===== src/rtl/id_ctrl_stage_if.sv =====
// id_ctrl_stage_if: handshake and control-bundle bus of the decode/control stage.
// slave  = the stage itself, master = whoever feeds instructions and drains bundles.
interface id_ctrl_stage_if #(
  parameter int ALUOP_W = 5
);
  logic               in_valid;
  logic               in_ready;
  logic [31:0]        instr;
  logic               ex_mem_read;
  logic [4:0]         ex_rd;
  logic               flush;
  logic               out_valid;
  logic               out_ready;
  logic               reg_write;
  logic               mem_write;
  logic               alu_src;
  logic [5:0]         ext_op;
  logic [ALUOP_W-1:0] alu_op;
  logic [2:0]         npc_op;
  logic [1:0]         gpr_sel;
  logic [1:0]         wd_sel;
  logic [2:0]         dm_type;
  logic               illegal;

  modport master (
    output in_valid, instr, ex_mem_read, ex_rd, flush, out_ready,
    input  in_ready, out_valid, reg_write, mem_write, alu_src, ext_op,
           alu_op, npc_op, gpr_sel, wd_sel, dm_type, illegal
  );

  modport slave (
    input  in_valid, instr, ex_mem_read, ex_rd, flush, out_ready,
    output in_ready, out_valid, reg_write, mem_write, alu_src, ext_op,
           alu_op, npc_op, gpr_sel, wd_sel, dm_type, illegal
  );
endinterface


===== src/rtl/id_ctrl_stage.sv =====
// id_ctrl_stage: RV32I decode/control stage with a one-entry registered output,
// load-use hazard bubbling and an optional multi-cycle divide hold.
// Optional feature: define CTRL_MEXT_EN to decode the M extension; divides then
// occupy the stage for DIV_LAT cycles before their bundle becomes valid.
module id_ctrl_stage #(
  parameter int ALUOP_W = 5,
  parameter int DIV_LAT = 8
) (
  input  logic            clk,
  input  logic            rst,
  id_ctrl_stage_if.slave  bus
);

  // Opcodes
  localparam logic [6:0] OPC_LUI    = 7'b0110111;
  localparam logic [6:0] OPC_AUIPC  = 7'b0010111;
  localparam logic [6:0] OPC_JAL    = 7'b1101111;
  localparam logic [6:0] OPC_JALR   = 7'b1100111;
  localparam logic [6:0] OPC_LOAD   = 7'b0000011;
  localparam logic [6:0] OPC_STORE  = 7'b0100011;
  localparam logic [6:0] OPC_BRANCH = 7'b1100011;
  localparam logic [6:0] OPC_OPIMM  = 7'b0010011;
  localparam logic [6:0] OPC_OP     = 7'b0110011;

  // Control encodings shared with the datapath
  localparam logic [4:0] ALUOp_lui    = 5'b00001;
  localparam logic [4:0] ALUOp_auipc  = 5'b00010;
  localparam logic [4:0] ALUOp_add    = 5'b00011;
  localparam logic [4:0] ALUOp_sub    = 5'b00100;
  localparam logic [4:0] ALUOp_bne    = 5'b00101;
  localparam logic [4:0] ALUOp_blt    = 5'b00110;
  localparam logic [4:0] ALUOp_bge    = 5'b00111;
  localparam logic [4:0] ALUOp_bltu   = 5'b01000;
  localparam logic [4:0] ALUOp_bgeu   = 5'b01001;
  localparam logic [4:0] ALUOp_slt    = 5'b01010;
  localparam logic [4:0] ALUOp_sltu   = 5'b01011;
  localparam logic [4:0] ALUOp_xor    = 5'b01100;
  localparam logic [4:0] ALUOp_or     = 5'b01101;
  localparam logic [4:0] ALUOp_and    = 5'b01110;
  localparam logic [4:0] ALUOp_sll    = 5'b01111;
  localparam logic [4:0] ALUOp_srl    = 5'b10000;
  localparam logic [4:0] ALUOp_sra    = 5'b10001;
`ifdef CTRL_MEXT_EN
  localparam logic [4:0] ALUOp_mul    = 5'b10010;
  localparam logic [4:0] ALUOp_mulh   = 5'b10011;
  localparam logic [4:0] ALUOp_mulhsu = 5'b10100;
  localparam logic [4:0] ALUOp_mulhu  = 5'b10101;
  localparam logic [4:0] ALUOp_div    = 5'b10110;
  localparam logic [4:0] ALUOp_divu   = 5'b10111;
  localparam logic [4:0] ALUOp_rem    = 5'b11000;
  localparam logic [4:0] ALUOp_remu   = 5'b11001;
`endif
  localparam logic [2:0] NPC_PLUS4    = 3'b000;
  localparam logic [2:0] NPC_BRANCH   = 3'b001;
  localparam logic [2:0] NPC_JUMP     = 3'b010;
  localparam logic [2:0] NPC_JALR     = 3'b100;
  localparam logic [1:0] GPRSel_RD    = 2'b00;
  localparam logic [1:0] GPRSel_31    = 2'b10;
  localparam logic [1:0] WDSel_FromALU = 2'b00;
  localparam logic [1:0] WDSel_FromMEM = 2'b01;
  localparam logic [1:0] WDSel_FromPC  = 2'b10;
  localparam logic [2:0] dm_word      = 3'b000;
  localparam logic [2:0] dm_halfword  = 3'b001;
  localparam logic [2:0] dm_halfword_unsigned = 3'b010;
  localparam logic [2:0] dm_byte      = 3'b011;
  localparam logic [2:0] dm_byte_unsigned     = 3'b100;
  localparam logic [5:0] EXT_SHAMT    = 6'b100000;
  localparam logic [5:0] EXT_I        = 6'b010000;
  localparam logic [5:0] EXT_S        = 6'b001000;
  localparam logic [5:0] EXT_B        = 6'b000100;
  localparam logic [5:0] EXT_U        = 6'b000010;
  localparam logic [5:0] EXT_J        = 6'b000001;

  localparam logic [1:0] S_IDLE = 2'b00;
  localparam logic [1:0] S_HOLD = 2'b01;
`ifdef CTRL_MEXT_EN
  localparam logic [1:0] S_DIV  = 2'b10;
  localparam logic [4:0] CNT_LOAD = 5'(DIV_LAT - 1);
`endif

  if (DIV_LAT < 1 || DIV_LAT > 32) begin : g_bad_div_lat
    $error("id_ctrl_stage: DIV_LAT must be within 1..32");
  end

  typedef struct packed {
    logic       illegal;
    logic       reg_write;
    logic       mem_write;
    logic       alu_src;
    logic [5:0] ext_op;
    logic [4:0] alu_op;
    logic [2:0] npc_op;
    logic [1:0] gpr_sel;
    logic [1:0] wd_sel;
    logic [2:0] dm_type;
  } ctrl_t;

  localparam ctrl_t CTRL_RST = '{illegal: 1'b0, reg_write: 1'b0, mem_write: 1'b0,
                                 alu_src: 1'b0, ext_op: 6'b0, alu_op: ALUOp_add,
                                 npc_op: NPC_PLUS4, gpr_sel: GPRSel_RD,
                                 wd_sel: WDSel_FromALU, dm_type: dm_word};

  logic [6:0] opc, f7;
  logic [2:0] f3;
  logic [4:0] rd, rs1, rs2;
  assign opc = bus.instr[6:0];
  assign rd  = bus.instr[11:7];
  assign f3  = bus.instr[14:12];
  assign rs1 = bus.instr[19:15];
  assign rs2 = bus.instr[24:20];
  assign f7  = bus.instr[31:25];

  ctrl_t dec;
  logic  dec_ok, uses_rs2;
`ifdef CTRL_MEXT_EN
  logic  dec_div;
`endif

  // Combinational field decode of the instruction presented to the stage
  always_comb begin
    dec      = CTRL_RST;
    dec_ok   = 1'b1;
    uses_rs2 = 1'b0;
`ifdef CTRL_MEXT_EN
    dec_div  = 1'b0;
`endif
    case (opc)
      OPC_LUI: begin
        dec.reg_write = 1'b1; dec.alu_src = 1'b1; dec.ext_op = EXT_U; dec.alu_op = ALUOp_lui;
      end
      OPC_AUIPC: begin
        dec.reg_write = 1'b1; dec.alu_src = 1'b1; dec.ext_op = EXT_U; dec.alu_op = ALUOp_auipc;
      end
      OPC_JAL: begin
        dec.reg_write = 1'b1; dec.ext_op = EXT_J; dec.npc_op = NPC_JUMP;
        dec.gpr_sel = GPRSel_31; dec.wd_sel = WDSel_FromPC;
      end
      OPC_JALR: begin
        dec.reg_write = 1'b1; dec.alu_src = 1'b1; dec.ext_op = EXT_I;
        dec.npc_op = NPC_JALR; dec.wd_sel = WDSel_FromPC;
        dec_ok = (f3 == 3'b000);
      end
      OPC_LOAD: begin
        dec.reg_write = 1'b1; dec.alu_src = 1'b1; dec.ext_op = EXT_I; dec.wd_sel = WDSel_FromMEM;
        case (f3)
          3'b000:  dec.dm_type = dm_byte;
          3'b001:  dec.dm_type = dm_halfword;
          3'b010:  dec.dm_type = dm_word;
          3'b100:  dec.dm_type = dm_byte_unsigned;
          3'b101:  dec.dm_type = dm_halfword_unsigned;
          default: dec_ok = 1'b0;
        endcase
      end
      OPC_STORE: begin
        uses_rs2 = 1'b1;
        dec.mem_write = 1'b1; dec.alu_src = 1'b1; dec.ext_op = EXT_S;
        case (f3)
          3'b000:  dec.dm_type = dm_byte;
          3'b001:  dec.dm_type = dm_halfword;
          3'b010:  dec.dm_type = dm_word;
          default: dec_ok = 1'b0;
        endcase
      end
      OPC_BRANCH: begin
        uses_rs2 = 1'b1;
        dec.ext_op = EXT_B; dec.npc_op = NPC_BRANCH;
        case (f3)
          3'b000:  dec.alu_op = ALUOp_sub;   // beq: compare by subtraction
          3'b001:  dec.alu_op = ALUOp_bne;
          3'b100:  dec.alu_op = ALUOp_blt;
          3'b101:  dec.alu_op = ALUOp_bge;
          3'b110:  dec.alu_op = ALUOp_bltu;
          3'b111:  dec.alu_op = ALUOp_bgeu;
          default: dec_ok = 1'b0;
        endcase
      end
      OPC_OPIMM: begin
        dec.reg_write = 1'b1; dec.alu_src = 1'b1; dec.ext_op = EXT_I;
        case (f3)
          3'b000: dec.alu_op = ALUOp_add;
          3'b010: dec.alu_op = ALUOp_slt;
          3'b011: dec.alu_op = ALUOp_sltu;
          3'b100: dec.alu_op = ALUOp_xor;
          3'b110: dec.alu_op = ALUOp_or;
          3'b111: dec.alu_op = ALUOp_and;
          3'b001: begin
            dec.ext_op = EXT_SHAMT; dec.alu_op = ALUOp_sll;
            dec_ok = (f7 == 7'b0000000);
          end
          default: begin
            dec.ext_op = EXT_SHAMT;
            if (f7 == 7'b0000000)      dec.alu_op = ALUOp_srl;
            else if (f7 == 7'b0100000) dec.alu_op = ALUOp_sra;
            else                       dec_ok = 1'b0;
          end
        endcase
      end
      OPC_OP: begin
        uses_rs2 = 1'b1;
        dec.reg_write = 1'b1;
        if (f7 == 7'b0000000) begin
          case (f3)
            3'b000:  dec.alu_op = ALUOp_add;
            3'b001:  dec.alu_op = ALUOp_sll;
            3'b010:  dec.alu_op = ALUOp_slt;
            3'b011:  dec.alu_op = ALUOp_sltu;
            3'b100:  dec.alu_op = ALUOp_xor;
            3'b101:  dec.alu_op = ALUOp_srl;
            3'b110:  dec.alu_op = ALUOp_or;
            default: dec.alu_op = ALUOp_and;
          endcase
        end else if (f7 == 7'b0100000) begin
          if (f3 == 3'b000)      dec.alu_op = ALUOp_sub;
          else if (f3 == 3'b101) dec.alu_op = ALUOp_sra;
          else                   dec_ok = 1'b0;
        end
`ifdef CTRL_MEXT_EN
        else if (f7 == 7'b0000001) begin
          dec_div = f3[2];
          case (f3)
            3'b000:  dec.alu_op = ALUOp_mul;
            3'b001:  dec.alu_op = ALUOp_mulh;
            3'b010:  dec.alu_op = ALUOp_mulhsu;
            3'b011:  dec.alu_op = ALUOp_mulhu;
            3'b100:  dec.alu_op = ALUOp_div;
            3'b101:  dec.alu_op = ALUOp_divu;
            3'b110:  dec.alu_op = ALUOp_rem;
            default: dec.alu_op = ALUOp_remu;
          endcase
        end
`endif
        else dec_ok = 1'b0;
      end
      default: dec_ok = 1'b0;
    endcase
    // Undecodable: a harmless fall-through bundle flagged illegal
    if (!dec_ok) begin
      dec = CTRL_RST;
      dec.illegal = 1'b1;
`ifdef CTRL_MEXT_EN
      dec_div = 1'b0;
`endif
    end
    if (rd == 5'd0) dec.reg_write = 1'b0;
  end

  logic [1:0] state_q, state_d;
  logic       out_valid_q, out_valid_d;
  ctrl_t      ctrl_q, ctrl_d;
  logic       busy, hazard, in_ready, accept;
`ifdef CTRL_MEXT_EN
  logic [4:0] cnt_q, cnt_d;
  assign busy = (state_q == S_DIV);
`else
  assign busy = 1'b0;
`endif

  // Load-use: rs1 always compared, rs2 only where the format reads it
  assign hazard   = bus.in_valid & bus.ex_mem_read & (bus.ex_rd != 5'd0) &
                    ((bus.ex_rd == rs1) | (uses_rs2 & (bus.ex_rd == rs2)));
  assign in_ready = ~rst & ~bus.flush & ~busy & ~hazard & (~out_valid_q | bus.out_ready);
  assign accept   = bus.in_valid & in_ready;

  // Next-state: flush first, then divide countdown, then accept/consume
  always_comb begin
    state_d     = state_q;
    out_valid_d = out_valid_q;
    ctrl_d      = ctrl_q;
`ifdef CTRL_MEXT_EN
    cnt_d       = cnt_q;
`endif
    if (bus.flush) begin
      state_d     = S_IDLE;
      out_valid_d = 1'b0;
`ifdef CTRL_MEXT_EN
      cnt_d       = 5'd0;
`endif
    end
`ifdef CTRL_MEXT_EN
    else if (state_q == S_DIV) begin
      if (cnt_q == 5'd0) begin
        state_d     = S_HOLD;
        out_valid_d = 1'b1;
      end else begin
        cnt_d = cnt_q - 5'd1;
      end
    end
`endif
    else if (accept) begin
      ctrl_d      = dec;
      state_d     = S_HOLD;
      out_valid_d = 1'b1;
`ifdef CTRL_MEXT_EN
      if (dec_div) begin
        state_d     = S_DIV;
        out_valid_d = 1'b0;
        cnt_d       = CNT_LOAD;
      end
`endif
    end else if (out_valid_q & bus.out_ready) begin
      state_d     = S_IDLE;
      out_valid_d = 1'b0;
    end
  end

  // State and output registers
  always_ff @(posedge clk) begin
    if (rst) begin
      state_q     <= S_IDLE;
      out_valid_q <= 1'b0;
      ctrl_q      <= CTRL_RST;
`ifdef CTRL_MEXT_EN
      cnt_q       <= 5'd0;
`endif
    end else begin
      state_q     <= state_d;
      out_valid_q <= out_valid_d;
      ctrl_q      <= ctrl_d;
`ifdef CTRL_MEXT_EN
      cnt_q       <= cnt_d;
`endif
    end
  end

  assign bus.in_ready  = in_ready;
  assign bus.out_valid = out_valid_q;
  assign bus.illegal   = ctrl_q.illegal;
  assign bus.reg_write = ctrl_q.reg_write;
  assign bus.mem_write = ctrl_q.mem_write;
  assign bus.alu_src   = ctrl_q.alu_src;
  assign bus.ext_op    = ctrl_q.ext_op;
  assign bus.alu_op    = ALUOP_W'(ctrl_q.alu_op);
  assign bus.npc_op    = ctrl_q.npc_op;
  assign bus.gpr_sel   = ctrl_q.gpr_sel;
  assign bus.wd_sel    = ctrl_q.wd_sel;
  assign bus.dm_type   = ctrl_q.dm_type;

endmodule


===== src/flat_wrapper.sv =====
// flat-port wrapper written by rule: the top's interface ports become plain ports
module id_ctrl_stage_flat 
#(
  parameter int ALUOP_W = 5,
  parameter int DIV_LAT = 8
)
  (clk, rst, bus_in_valid, bus_instr, bus_ex_mem_read, bus_ex_rd, bus_flush, bus_out_ready, bus_in_ready, bus_out_valid, bus_reg_write, bus_mem_write, bus_alu_src, bus_ext_op, bus_alu_op, bus_npc_op, bus_gpr_sel, bus_wd_sel, bus_dm_type, bus_illegal);
  id_ctrl_stage_if #(.ALUOP_W(ALUOP_W)) bus_i ();
  input  logic clk;
  input  logic rst;
  input wire logic [$bits(bus_i.in_valid)-1:0] bus_in_valid;
  input wire logic [$bits(bus_i.instr)-1:0] bus_instr;
  input wire logic [$bits(bus_i.ex_mem_read)-1:0] bus_ex_mem_read;
  input wire logic [$bits(bus_i.ex_rd)-1:0] bus_ex_rd;
  input wire logic [$bits(bus_i.flush)-1:0] bus_flush;
  input wire logic [$bits(bus_i.out_ready)-1:0] bus_out_ready;
  output wire logic [$bits(bus_i.in_ready)-1:0] bus_in_ready;
  output wire logic [$bits(bus_i.out_valid)-1:0] bus_out_valid;
  output wire logic [$bits(bus_i.reg_write)-1:0] bus_reg_write;
  output wire logic [$bits(bus_i.mem_write)-1:0] bus_mem_write;
  output wire logic [$bits(bus_i.alu_src)-1:0] bus_alu_src;
  output wire logic [$bits(bus_i.ext_op)-1:0] bus_ext_op;
  output wire logic [$bits(bus_i.alu_op)-1:0] bus_alu_op;
  output wire logic [$bits(bus_i.npc_op)-1:0] bus_npc_op;
  output wire logic [$bits(bus_i.gpr_sel)-1:0] bus_gpr_sel;
  output wire logic [$bits(bus_i.wd_sel)-1:0] bus_wd_sel;
  output wire logic [$bits(bus_i.dm_type)-1:0] bus_dm_type;
  output wire logic [$bits(bus_i.illegal)-1:0] bus_illegal;
  assign bus_i.in_valid = bus_in_valid;
  assign bus_i.instr = bus_instr;
  assign bus_i.ex_mem_read = bus_ex_mem_read;
  assign bus_i.ex_rd = bus_ex_rd;
  assign bus_i.flush = bus_flush;
  assign bus_i.out_ready = bus_out_ready;
  assign bus_in_ready = bus_i.in_ready;
  assign bus_out_valid = bus_i.out_valid;
  assign bus_reg_write = bus_i.reg_write;
  assign bus_mem_write = bus_i.mem_write;
  assign bus_alu_src = bus_i.alu_src;
  assign bus_ext_op = bus_i.ext_op;
  assign bus_alu_op = bus_i.alu_op;
  assign bus_npc_op = bus_i.npc_op;
  assign bus_gpr_sel = bus_i.gpr_sel;
  assign bus_wd_sel = bus_i.wd_sel;
  assign bus_dm_type = bus_i.dm_type;
  assign bus_illegal = bus_i.illegal;
  id_ctrl_stage #(.ALUOP_W(ALUOP_W), .DIV_LAT(DIV_LAT)) u_core (.clk(clk), .rst(rst), .bus(bus_i));
endmodule

===== config.mk =====
export PLATFORM = sky130hd
export DESIGN_NAME = id_ctrl_stage_flat
export DESIGN_NICKNAME = d
export VERILOG_FILES = /design/src/rtl/id_ctrl_stage_if.sv /design/src/rtl/id_ctrl_stage.sv /design/src/flat_wrapper.sv
export SDC_FILE = /design/constraint.sdc
export NUM_CORES = 1
export LEC_CHECK = 0
export CAP_MARGIN = 20
export CORE_UTILIZATION = 35
export CTS_CLUSTER_DIAMETER = 200
export DETAILED_ROUTE_END_ITERATION = 10
export GPL_TIMING_DRIVEN = 1
export HOLD_SLACK_MARGIN = 0.06
export PLACE_DENSITY = 0.69
export SLEW_MARGIN = 20
export SYNTH_ARGS = -nofsm -noshare
export SYNTH_HDL_FRONTEND = slang
export SYNTH_SLANG_ARGS = --single-unit

===== constraint.sdc =====
create_clock -name clk -period 2.18 [get_ports clk]
set_clock_uncertainty 0.05 [all_clocks]
set_input_delay 0.436 -clock clk [delete_from_list [all_inputs] [get_ports clk]]
set_output_delay 0.436 -clock clk [all_outputs]
set_load 0.03 [all_outputs]

# Word-level counts from Yosys, hierarchy flattened
# Index checks and enable logic that the tools add are counted.
[classes] muxes=37 eq_ne=19 order_cmp=0 mul=0 div=0 n_addsub=0 bitwise_logic=15 n_reduce_logical=18 shift=0
[ops] operator="$pmux 5 s7" count=2
[ops] operator="$pmux 6 s6" count=1
[ops] operator="$mux 5" count=6
[ops] operator="$eq 7x6->1 const B" count=4
[ops] operator="$mux 25" count=1
[ops] operator="$pmux 5 s5" count=1
[ops] operator="$pmux 4 s6" count=1
[ops] operator="$eq 7x7->1 const B" count=3
[ops] operator="$reduce_or 6->1" count=3
[ops] operator="$mux 1" count=16
[ops] operator="$eq 7x5->1 const B" count=2
[ops] operator="$eq 3x3->1 const B" count=4
[ops] operator="$pmux 3 s4" count=1
[ops] operator="$eq 5x5->1" count=2
[ops] operator="$and 1x1->1" count=9
[ops] operator="$pmux 3 s3" count=1
[ops] operator="$reduce_or 3->1" count=3
[ops] operator="$pmux 2 s2" count=2
[ops] operator="$reduce_or 2->1" count=4
[ops] operator="$eq 7x2->1 const B" count=1
[ops] operator="$logic_not 7->1" count=1
[ops] operator="$pmux 1 s7" count=1
[ops] operator="$reduce_or 7->1" count=1
[ops] operator="$eq 3x2->1 const B" count=2
[ops] operator="13 further kinds" count=17
[word_totals] latch_bits=0 elab_cells=100 n_memories=0 regBits=26 out_inout_bits=27 mem_bits_rw=0 romBits=0 in_bits=43

# Depth between registers and ports, before layout
# Gate-level depths: netlist of the first run.
[logic_depth] ltp_word=11 ltp_mapped=9 mapped_depth_nobuf=6

# Least setup slack after synthesis of the first run
# No wires, ideal clock.
[synth_timing] kind="in2out" from="in bus_instr[2]" to="out bus_in_ready" n_path_buf=1 setup_slack_ns=-0.139 path_stages=6 arrival_time_ns=1.833 required_ns=1.694 path_cell_list="buf_2 nand4bb_1 or3_1 o22ai_1 nand3_1 and2_1"
[synth_via] elab_chain_cells=9 elab_cells_between_ends=11 cone_classes="eq/ne (3); mux (1); bitwise (6); reduce/logical (1)"
[synth_lines] item="start: declaration" line="flat_wrapper.sv:12" source="input wire logic [$bits(bus_i.instr)-1:0] bus_instr;"
[synth_lines] item="$eq 7x7->1 / $eq 7x6->1 (equally long branches)" line="id_ctrl_stage.sv:127" source="case (opc)"
[synth_lines] item="$reduce_or 3->1 (no source line) *"
[synth_lines] item="$mux 1 *" line="id_ctrl_stage.sv:127"
[synth_lines] item="$and 1x1->1 *" line="id_ctrl_stage.sv:260" source="((bus.ex_rd == rs1) | (uses_rs2 & (bus.ex_rd == rs2)));"
[synth_lines] item="$or 1x1->1 *" line="id_ctrl_stage.sv:260"
[synth_lines] item="$and 1x1->1 *" line="id_ctrl_stage.sv:259" source="assign hazard = bus.in_valid & bus.ex_mem_read & (bus.ex_rd != 5'd0) &"
[synth_lines] item="$not 1->1 *" line="id_ctrl_stage.sv:261" source="assign in_ready = ~rst & ~bus.flush & ~busy & ~hazard & (~out_valid_q | bus.out_ready);"
[synth_lines] item="$and 1x1->1 * (2 in series)" line="id_ctrl_stage.sv:261"
[synth_lines] item="end: declaration" line="flat_wrapper.sv:17" source="output wire logic [$bits(bus_i.in_ready)-1:0] bus_in_ready;"
# Mark *: on every way between the ends. The rest lies on a longest branch, timed or not.

# Final worst setup path of the first run
# Same ends and word-level chain as after synthesis.

==> summary.md, run 1 <==
| Metric | Value |
|---|---|
| Post-Syn Area | approximately 1600 sq um |
| Pwr Total | 1.03 mW |
| Initial antenna violation count | 0 |
| CP required | 1.69 ns |
| Count of cell types in the netlist | 47 |
| F_max | 454 MHz |
| Routability-driven placement congestion ratio | 0.885 |
| Post-synthesis sequential area ratio | 0.298 |
| Final HPWL DP | just under 4000 microns |
| CP max stage cell | or3_4 |
| Largest net degree at the start of global routing | 25 |
| Die area | 4880 sq um |
| Status | finished with violations |
| Cts hold-fix bufs | 0 |
| Vias per inst | 5.21 |
| Worst Path Max Fanout | 2 |
| First-pass GRT wire length | approximately 8000 microns |
| DR iter-0 viols | 86 |
| Post-Syn Area per Cell | 7.26 sq um |
| Share of cells above drive strength 1 | 0.265 |
| Yosys reg bits | 24 |
| RSZ-0062 raised after global routing | yes |
| Most common cell on crit path | buf_6 |
| Hold Fails Final Rpt | 0 |
| Yosys warns | 0 |
| Pre-CTS WS | -0.484 ns |
| CP Data Arrival Time | 1.72 ns |
| Mapped Nets | between 200 and 300 |
| DRC | 0 |
| Maximum vdd drop | between 0.15 and 0.2 mV |
| Via Count | 1966 |
| Die Y-Extent | about 70 microns |
| Post-DRT Antenna Nets | 0 |
| Slowest stage delay, CP | 0.41 ns |
| Setup violations, final | 1 |
| Synth Flop Type | dfxtp_1 |
| CTS H-tree lvls | 1 |
| Critical path capture point type | primary output |
| Async set-reset flop share out of synthesis | 0 |
| Clock Tree Root | clkbuf_8 |
| Io pins | 70 |
| Final setup TNS | -0.0223 ns |
| Worst Setup Start Kind | primary input |
| Core box area | 4380 sq um |
| Drt wl/cell | around 13 microns |
| R2R Path Start | u_core.bus.out_valid |
| CP Buf/Inv Count | 2 |
| Drt first pass iters | 4 |
| Leakage Power | 1.14 nW |
| Row count | 24 |
| Setup ws final | -0.0223 ns |
| Vias in the first global route | around 1800 |
| Die width | 69.9 microns |
| CTS Buffer Depth | 2 |
| FF-to-FF path depth | 6 |
| Clock sinks | 24 |
| Starting density of the core | 0.368 |
| DP Cell Count | 372 |
| CTS tree | done |
| FILL cells | 387 |
| R2r setup slk | 0.52 ns |
| # port buffers | just under 70 |
| Synth Instances | 222 |
| Crit path depth | 7 |
| Post-synth EDFFs | 0 |
| Failing checks | setup timing |
| Synth-to-Final Area Change | 76.7% |
| Crit path max-delay family | simple AND/OR/NAND/NOR gates |
| Area contributors post-synth | dfxtp_1 30%, a21oi_1 8.7%, nand2_1 6.8%, xnor2_1 5.4%, nand3_1 4.7% |
| Diodes inserted | 0 |
| Tightest Hold Check Type | reg2reg |
| Clock Latency Late Sink | 0.26 ns |
| Worst-path clk slew | 0.08 ns |
| Fin nets | approximately 370 |
| Worst Setup Path Type | in2out |
| R2R Path End | u_core.bus.dm_type[0] |
| Leading area contributor after synthesis | dfxtp_1 |
| Pins Over Slew Limit | 0 |
| Period utilisation layout | 1.01 |
| Crit path cell chain | buf_6 > nand4bb_4 > or3_4 > o22ai_4 > nand3_2 > and2_4 > buf_6 |
| Post-Layout Cell Count | 377 |
| GRT overflow | 0 |
| Min Clock Period, post-route | 2.20 ns |
| Yosys top cell area share | 0.298 |
| GRT Total Usage | 0.195 |
| P per Cell Area | 363 nW/um^2 |
| Max cap viols | 0 |
| Final wirelength | 4780 microns |
| CTS Buf Count | 3 |
| Critical Path Source | bus_instr[2] |
| Crit path capture | bus_in_ready |
==> cell families after synthesis <==
| logic type | after synthesis | share of synthesized area |
|---|---|---|
| AO/OA/AOI/OAI | 63 | 0.243 |
| XOR/XNOR | 13 | 0.0707 |
| buffers and inverters | 23 | 0.0699 |
| flip-flops | 24 | 0.298 |
| multiplexers | 1 | 0.00621 |
| other | 1 | 0.00233 |
| AND/OR/NAND/NOR | 97 | 0.310 |
==> how the worst min path moves through the flow <==
stage / start / to / slack (ns) / cells after the start
detailed placement: u_core.bus.mem_write / u_core.bus.mem_write / 0.40 / 2
CTS: u_core.bus.mem_write / u_core.bus.mem_write / 0.41 / 2
finish: u_core.bus.dm_type[2] / u_core.bus.dm_type[2] / 0.41 / 2
floorplan: bus_flush / u_core.bus.out_valid / 0.46 / 1
global placement: u_core.bus.alu_op[4] / u_core.bus.alu_op[4] / 0.39 / 2
global route: u_core.bus.ext_op[5] / u_core.bus.ext_op[5] / 0.44 / 2
==> cell usage after synthesis (all sizes together) (3+ instances only) <==
cell,n
a21oi,29
nand2,29
dfxtp,24
nor2,16
nand3,15
clkbuf,10
xnor2,10
buf,8
o21ai,7
inv,5
nand4,5
nor4,5
or4,5
o211ai,4
o22ai,4
or3,4
nand2b,3
nand4b,3
xor2,3
==> what timing repair did <==
item | in CTS | in global routing
gates cloned | 0 | 0
setup endpoints to repair | 18 | 20
gates resized for setup | 37 | 37
pin swaps | 8 | 15
setup buffers | 2 | 0
==> power by group <==
group          total [mW]  switching [mW]  leakage [nW]  internal (mW)
Clock               0.289           0.129        0.0288          0.161
Combinational       0.303           0.135         0.913          0.168
Sequential          0.441        0.000906         0.193          0.440
Total                1.03           0.265          1.14          0.768
==> per-layer routing <==
metal | wire length [microns] | part of all wire | GRT usage | vias up
met5 | 0 | 0 | 0 | -
met4 | 78 | 0.016 | 0.0511 | 0
met3 | 196 | 0.041 | 0.0159 | 8
met2 | 2280 | 0.48 | 0.318 | 64
met1 | 2230 | 0.47 | 0.277 | 885
li1 | - | - | - | 1009
==> tightest hold or removal path: stages, from the launching register on <==
cell	delay (ns)
dfxtp_1	0.31
nand2_1	0.05
a21oi_1	0.05
==> sequential cells by signal (all words and copies together) (netlist names) <==
signal / count
u_core.bus.ext_op: 6
u_core.bus.alu_op: 5
u_core.bus.dm_type: 3
u_core.bus.npc_op: 2
u_core.bus.wd_sel: 2
u_core.bus.alu_src: 1
u_core.bus.gpr_sel: 1
u_core.bus.illegal: 1
u_core.bus.mem_write: 1
u_core.bus.out_valid: 1
u_core.bus.reg_write: 1
==> through the flow <==
step           area [sq um]  hold WS (ns)   util
2_1_floorplan          1640         0.459      -
5_1_grt                2850         0.442  0.650
3_3_place_gp           2660         0.390  0.606
6_report               2850         0.405  0.650
4_1_cts                2740         0.408  0.625
3_5_place_dp           2660         0.396  0.606
==> cells in the final DEF (no fill, tap or decap), types with 6 or more instances in the layout <==
| cell | netlist | final |
|---|---|---|
| buf_6 | 1 | 8 |
| dfxtp_1 | 24 | 24 |
| o21ai_0 | 7 | 7 |
| nand3_1 | 15 | 14 |
| a21oi_1 | 28 | 23 |
| clkdlybuf4s50_1 | 0 | 44 |
| nor2_1 | 16 | 16 |
| nand2_1 | 29 | 29 |
| xnor2_1 | 10 | 8 |
| buf_4 | 4 | 43 |
| dlymetal6s2s_1 | 0 | 8 |
| a21oi_2 | 1 | 6 |
==> layout make-up <==
| cell class | count | area (sq um) | share of cell area |
|---|---|---|---|
| clock buffer | 4 | 55.1 | 0.0193 |
| inverter | 5 | 18.8 | 0.00659 |
| sequential | 24 | 480 | 0.169 |
| multi-input combinational | 175 | 1150 | 0.404 |
| tap | 52 | 65.1 | 0.0228 |
| timing repair buffer | 117 | 1080 | 0.379 |
Note: power is estimated with default switching activity, not from simulation.
==> run 2: changes to the inputs <==
--- a/config.mk
+++ b/config.mk
@@ -8,11 +8,12 @@
 export CAP_MARGIN = 20
 export CORE_UTILIZATION = 35
 export CTS_CLUSTER_DIAMETER = 200
+export CTS_CLUSTER_SIZE = 24
 export DETAILED_ROUTE_END_ITERATION = 10
 export GPL_TIMING_DRIVEN = 1
 export HOLD_SLACK_MARGIN = 0.06
 export PLACE_DENSITY = 0.69
-export SLEW_MARGIN = 20
+export SLEW_MARGIN = 40
 export SYNTH_ARGS = -nofsm -noshare
 export SYNTH_HDL_FRONTEND = slang
 export SYNTH_SLANG_ARGS = --single-unit
==> results of run 2 <==
Same layout as run 1: the final DEF is identical, and so are final timing and power.
